--- src/rtl/control_sequencer_pkg.sv ---
// control_sequencer_pkg
// Shared definitions for the hardwired control unit: field widths, opcode
// constants, ALU function codes and the controller state encoding.
// No ports; imported by control_sequencer.
package control_sequencer_pkg;

    localparam int OPW  = 5;   // opcode width, IR[31:27]
    localparam int STW  = 5;   // state register width
    localparam int ALUW = 4;   // AluOp width

    localparam logic [OPW-1:0] OP_LD   = 5'b00000;
    localparam logic [OPW-1:0] OP_LDI  = 5'b00001;
    localparam logic [OPW-1:0] OP_ST   = 5'b00010;
    localparam logic [OPW-1:0] OP_ADDI = 5'b01100;
    localparam logic [OPW-1:0] OP_BR   = 5'b10010;
    localparam logic [OPW-1:0] OP_NOP  = 5'b11010;
    localparam logic [OPW-1:0] OP_HALT = 5'b11011;

    localparam logic [ALUW-1:0] ALU_ADD  = 4'd0;
    localparam logic [ALUW-1:0] ALU_PASS = 4'd1;

    typedef enum logic [STW-1:0] {
        S_RST,
        S_T0,
        S_T1,
        S_T2,
        S_T3,
        S_T4,
        S_T5,
        S_T6,
        S_T7,
        S_STOP,
        S_HALT
    } state_t;

endpackage

--- src/rtl/control_sequencer.sv ---
// control_sequencer
// Hardwired control unit. Steps the fetch sequence (T0-T2), decodes the
// opcode in IR[31:27] and walks the execute steps, one clock per T-step,
// driving every datapath strobe.
// Ports:
//   Clock, Reset_n        clock and synchronous active-low reset
//   IR[31:0]              instruction register contents (used from T3 on)
//   CON                   branch condition, only looked at in BR T6
//   Stop                  park in S_STOP between instructions while high
//   *in / *out strobes    register load and bus drive enables
//   Gra,Grb,Grc,Rin,Rout,BAout   register file select/enable
//   Read, write, IncPC    memory read/write and PC increment
//   AluOp[3:0]            ALU function
//   Run                   high while an instruction is being sequenced
//   IllegalOp             one-cycle pulse in T3 for an unsupported opcode
module control_sequencer
    import control_sequencer_pkg::*;
(
    input  logic        Clock,
    input  logic        Reset_n,
    input  logic [31:0] IR,
    input  logic        CON,
    input  logic        Stop,
    output logic        PCin,
    output logic        IRin,
    output logic        MARin,
    output logic        MDRin,
    output logic        Yin,
    output logic        Zin,
    output logic        HIin,
    output logic        LOin,
    output logic        CONin,
    output logic        INPORTin,
    output logic        PCout,
    output logic        MDRout,
    output logic        ZHIout,
    output logic        ZLOout,
    output logic        HIout,
    output logic        LOout,
    output logic        INPORTout,
    output logic        OUTPORTout,
    output logic        Yout,
    output logic        Cout,
    output logic        Gra,
    output logic        Grb,
    output logic        Grc,
    output logic        Rin,
    output logic        Rout,
    output logic        BAout,
    output logic        Read,
    output logic        write,
    output logic        IncPC,
    output logic [3:0]  AluOp,
    output logic        Run,
    output logic        IllegalOp
);

    state_t           state;
    state_t           next_state;
    state_t           after_instr;
    logic [OPW-1:0]   opcode;
    logic             unused_ir_bits;

    assign opcode = IR[31:27];

    // The register fields are consumed by the datapath select logic, not here.
    assign unused_ir_bits = ^IR[26:0];

    // Stop is only honoured at an instruction boundary.
    assign after_instr = Stop ? S_STOP : S_T0;

    assign Run = (state inside {S_T0, S_T1, S_T2, S_T3, S_T4, S_T5, S_T6, S_T7});

    always_ff @(posedge Clock) begin
        if (!Reset_n) begin
            state <= S_RST;
        end else begin
            state <= next_state;
        end
    end

    // Outputs are decoded from the current state and opcode; the only other
    // input that reaches an output is CON, which gates the BR T6 step.
    always_comb begin
        PCin       = 1'b0;
        IRin       = 1'b0;
        MARin      = 1'b0;
        MDRin      = 1'b0;
        Yin        = 1'b0;
        Zin        = 1'b0;
        HIin       = 1'b0;
        LOin       = 1'b0;
        CONin      = 1'b0;
        INPORTin   = 1'b0;
        PCout      = 1'b0;
        MDRout     = 1'b0;
        ZHIout     = 1'b0;
        ZLOout     = 1'b0;
        HIout      = 1'b0;
        LOout      = 1'b0;
        INPORTout  = 1'b0;
        OUTPORTout = 1'b0;
        Yout       = 1'b0;
        Cout       = 1'b0;
        Gra        = 1'b0;
        Grb        = 1'b0;
        Grc        = 1'b0;
        Rin        = 1'b0;
        Rout       = 1'b0;
        BAout      = 1'b0;
        Read       = 1'b0;
        write      = 1'b0;
        IncPC      = 1'b0;
        AluOp      = ALU_ADD;
        IllegalOp  = 1'b0;
        next_state = state;

        case (state)
            S_RST: next_state = S_T0;
            S_T0: begin
                PCout = 1'b1; MARin = 1'b1; IncPC = 1'b1; Zin = 1'b1;
                next_state = S_T1;
            end
            S_T1: begin
                Read = 1'b1; MDRin = 1'b1; PCin = 1'b1;
                next_state = S_T2;
            end
            S_T2: begin
                MDRout = 1'b1; IRin = 1'b1;
                next_state = S_T3;
            end
            S_T3: begin
                next_state = S_T4;
                case (opcode)
                    OP_LD, OP_LDI, OP_ST: begin Grb = 1'b1; BAout = 1'b1; Yin = 1'b1; end
                    OP_ADDI:              begin Grb = 1'b1; Rout = 1'b1; Yin = 1'b1; end
                    OP_BR:                begin Gra = 1'b1; Rout = 1'b1; CONin = 1'b1; end
                    OP_NOP:               next_state = after_instr;
                    OP_HALT:              next_state = S_HALT;
                    default: begin
                        IllegalOp  = 1'b1;
                        next_state = after_instr;
                    end
                endcase
            end
            S_T4: begin
                next_state = S_T5;
                case (opcode)
                    OP_LD, OP_LDI, OP_ST, OP_ADDI: begin
                        Cout = 1'b1; AluOp = ALU_ADD; Zin = 1'b1;
                    end
                    OP_BR:   begin PCout = 1'b1; Yin = 1'b1; end
                    default: next_state = after_instr;
                endcase
            end
            S_T5: begin
                next_state = S_T6;
                case (opcode)
                    OP_LD, OP_ST: begin ZLOout = 1'b1; MARin = 1'b1; end
                    OP_LDI, OP_ADDI: begin
                        ZLOout = 1'b1; Gra = 1'b1; Rin = 1'b1;
                        next_state = after_instr;
                    end
                    OP_BR:   begin Cout = 1'b1; AluOp = ALU_ADD; Zin = 1'b1; end
                    default: next_state = after_instr;
                endcase
            end
            S_T6: begin
                next_state = S_T7;
                case (opcode)
                    OP_LD: begin Read = 1'b1; MDRin = 1'b1; end
                    OP_ST: begin Gra = 1'b1; Rout = 1'b1; MDRin = 1'b1; end
                    OP_BR: begin
                        ZLOout     = CON;
                        PCin       = CON;
                        next_state = after_instr;
                    end
                    default: next_state = after_instr;
                endcase
            end
            S_T7: begin
                next_state = after_instr;
                case (opcode)
                    OP_LD:   begin MDRout = 1'b1; Gra = 1'b1; Rin = 1'b1; end
                    OP_ST:   write = 1'b1;
                    default: ;
                endcase
            end
            S_STOP:  next_state = Stop ? S_STOP : S_T0;
            S_HALT:  next_state = S_HALT;
            default: next_state = S_RST;
        endcase
    end

endmodule

--- config.mk ---
export PLATFORM = sky130hd
export DESIGN_NAME = control_sequencer
export DESIGN_NICKNAME = d
export VERILOG_FILES = /design/src/rtl/control_sequencer_pkg.sv /design/src/rtl/control_sequencer.sv
export SDC_FILE = /design/constraint.sdc
export NUM_CORES = 1
export LEC_CHECK = 0
export ABC_AREA = 1
export CELL_PAD_IN_SITES_DETAIL_PLACEMENT = 1
export CELL_PAD_IN_SITES_GLOBAL_PLACEMENT = 1
export CORE_MARGIN = 2
export CORE_UTILIZATION = 17
export CTS_CLUSTER_SIZE = 14
export DETAILED_ROUTE_END_ITERATION = 8
export PLACE_DENSITY_LB_ADDON = 0.1
export SLEW_MARGIN = 20
export SYNTH_ARGS = -nofsm -noshare
export SYNTH_HDL_FRONTEND = slang
export SYNTH_SLANG_ARGS = --single-unit
export TNS_END_PERCENT = 30
--- constraint.sdc ---
create_clock -name Clock -period 1.7 [get_ports Clock]
set_input_delay 0.34 -clock Clock [delete_from_list [all_inputs] [get_ports Clock]]
set_output_delay 0.34 -clock Clock [all_outputs]
set_load 0.01 [all_outputs]
==> metrics <==
status=finished, violations left; failing checks=negative setup slack; antenna-violating nets left=0; Die ar.=0.00492 mm^2; Die W=70.2 um; global-route wire length before repair=5.70 mm; unrepaired setup endpoints after global routing=true; clk_lat worst skew=0.21 ns; clk_skew=0.00278 ns; vias in the first global route=1260; CTS Sinks=4; Critical Path Sink Type=output port; FP Rows=24; CTS buffer count=3; max reg flops=4; Setup-failing EPs final=3; final wirelength=3.43 mm; Worst Path Max Fanout=4; DRT Pass-1 Iters=4; # IOs=71; GRT overflow=0; worst hold-check path type=in2reg; height of the die=70.2 um; CP Launch Type=input port; top flop regs=state x4; CTS tree=done; CTS Buffer Depth=2; period utilisation layout=1.02; H-tree level count=1; Final Hold Vio Count=0; DR DRC count=0; Clock transition at path regs=0.03 ns; DR WL/cell=12.4 um; setup ws final=-0.0320 ns; Final GP Congestion=0.821; Mapped Cells=144; dpl hpwl=2.63 mm; Antenna Cells=0; Syn Area/Cell=5.17 um^2; gr usage total=0.142; M3 GR Usage=0.0202; Root Buffer=clkbuf_8; Yosys warnings=0; layout cells sized above 1=0.576; register bit total from synthesis=4; Max-cap violations=0; antenna violations before repair=0; Final Util=0.363; starting DRC count in detailed routing=29; final cell count without fillers=276; sequential share of the synthesized area=0.108; placed cell count=261; critical path class=in2out; gr busiest metal=met2; Peak VDD IR=0.458 mV; max-slew violations=0; WP data arrival=1.39 ns; Synth cell types=20; grt met2 use=0.266; Synth Cell Area=744 um^2; leakage power=0.831 nW; Max Clk Rate=577 MHz; vias per cell=4.21; met1 Track Usage GR=0.164; DR vias=1163; largest net degree at the start of global routing=7; hold_buf cts=0; core footprint=0.00429 mm^2; I/O Buffers=29; initial core utilization=0.173; CP required=1.36 ns; layout filler cell count=568; Final min period=1.73 ns; Biggest register=state; Nets=262; PwrDens=659 mW/mm^2; Area growth, synth to finish=109%
## kinds of logic after synthesis
group | count (synthesis) | share of synthesized area
AND/OR/NAND/NOR | 92 | 0.550
buffers and inverters | 35 | 0.247
AO/OA/AOI/OAI | 12 | 0.0908
flip-flops | 4 | 0.108
other | 1 | 0.00504
## metal layers
layer | routed length (um) | part of all wire
met4 | 23 | 0.0067
met1 | 1430 | 0.42
met5 | 0 | 0
met2 | 1860 | 0.54
met3 | 115 | 0.034
## placed cells by master (no fill, tap or decap), types with 3 or more instances in the layout
cell type,n
conb_1,14
nor2_4,12
o21ai_1,4
clkbuf_8,3
nor2_1,20
nand2_2,8
buf_4,45
inv_2,8
nand2_1,25
nand3_1,11
buf_6,7
inv_1,10
inv_4,3
buf_2,19
nand3_2,5
dfxtp_2,3
clkdlybuf4s50_1,3
## cell usage after synthesis
cell type / count / share of area
nand3_1: 16 / 0.11
nor3_2: 2 / 0.027
a21oi_1: 1 / 0.0067
inv_2: 2 / 0.010
conb_1: 1 / 0.0050
inv_1: 19 / 0.096
a31oi_1: 1 / 0.0084
o211ai_1: 1 / 0.010
nand2_2: 2 / 0.017
nor3_1: 3 / 0.020
buf_4: 14 / 0.14
o21ai_1: 2 / 0.013
a21oi_2: 1 / 0.012
nor2_4: 1 / 0.015
nand4_1: 2 / 0.017
nor2_2: 4 / 0.034
nand2_1: 33 / 0.17
nor2_1: 29 / 0.15
dfxtp_1: 4 / 0.11
o21ai_0: 6 / 0.040
## repair_timing
item	CTS	global route
pin swaps	17	16
setup buffers	12	1
gates cloned	0	0
gates resized for setup	133	34
endpoints found under the setup margin	22	21
## worst max-delay path, stage by stage
cell and delay [ns]:
clkdlybuf4s15_2 0.24, inv_4 0.06, nand2_4 0.07, nor2_4 0.05
nor2_4 0.10, buf_4 0.13, nand2_2 0.07, nor3_2 0.18
buf_2 0.15
## per-stage QoR
step / cell area, um^2 / setup slack [ns] / hold WS, ns / setup TNS, ns / power [W]
finish: 1560 / -0.0320 / 0.719 / -0.0556 / 0.00103
global route: 1560 / -0.103 / 0.750 / -0.866 / 0.00111
CTS: 1500 / -0.160 / 0.721 / -0.567 / 0.00101
detailed placement: 1320 / -0.803 / 0.806 / -13.81 / 0.000740
global placement: 1320 / -0.778 / 0.804 / -13.36 / 0.000737
floorplan: 793 / 0.199 / 0.438 / 0 / 0.000404
## where the power goes
group          internal [W]  leakage, nW  switching, W
Combinational      0.000331        0.774      0.000368
Clock              0.000150       0.0216     0.0000427
Sequential         0.000115       0.0346     0.0000184
Total              0.000597        0.831      0.000429
## final timing paths
path	cells past startpoint	slack (ns)	start	to
worst max-delay path	9	-0.03	IR[27]	IllegalOp
worst min-delay path	3	0.72	Reset_n	state[0]
worst max register to register	9	0.27	state[2]	state[3]
worst min register to register	5	0.82	state[0]	state[1]
## cell type report
cell class                      count  area (um^2)  area share
Inverter                           21         86.3      0.0554
Timing Repair Buffer               78          572       0.367
Tap cell                           52         65.1      0.0418
Clock buffer                        3         41.3      0.0265
Multi-Input combinational cell    118          706       0.453
Sequential cell                     4         87.6      0.0562
(Power assumes the default switching activity.)
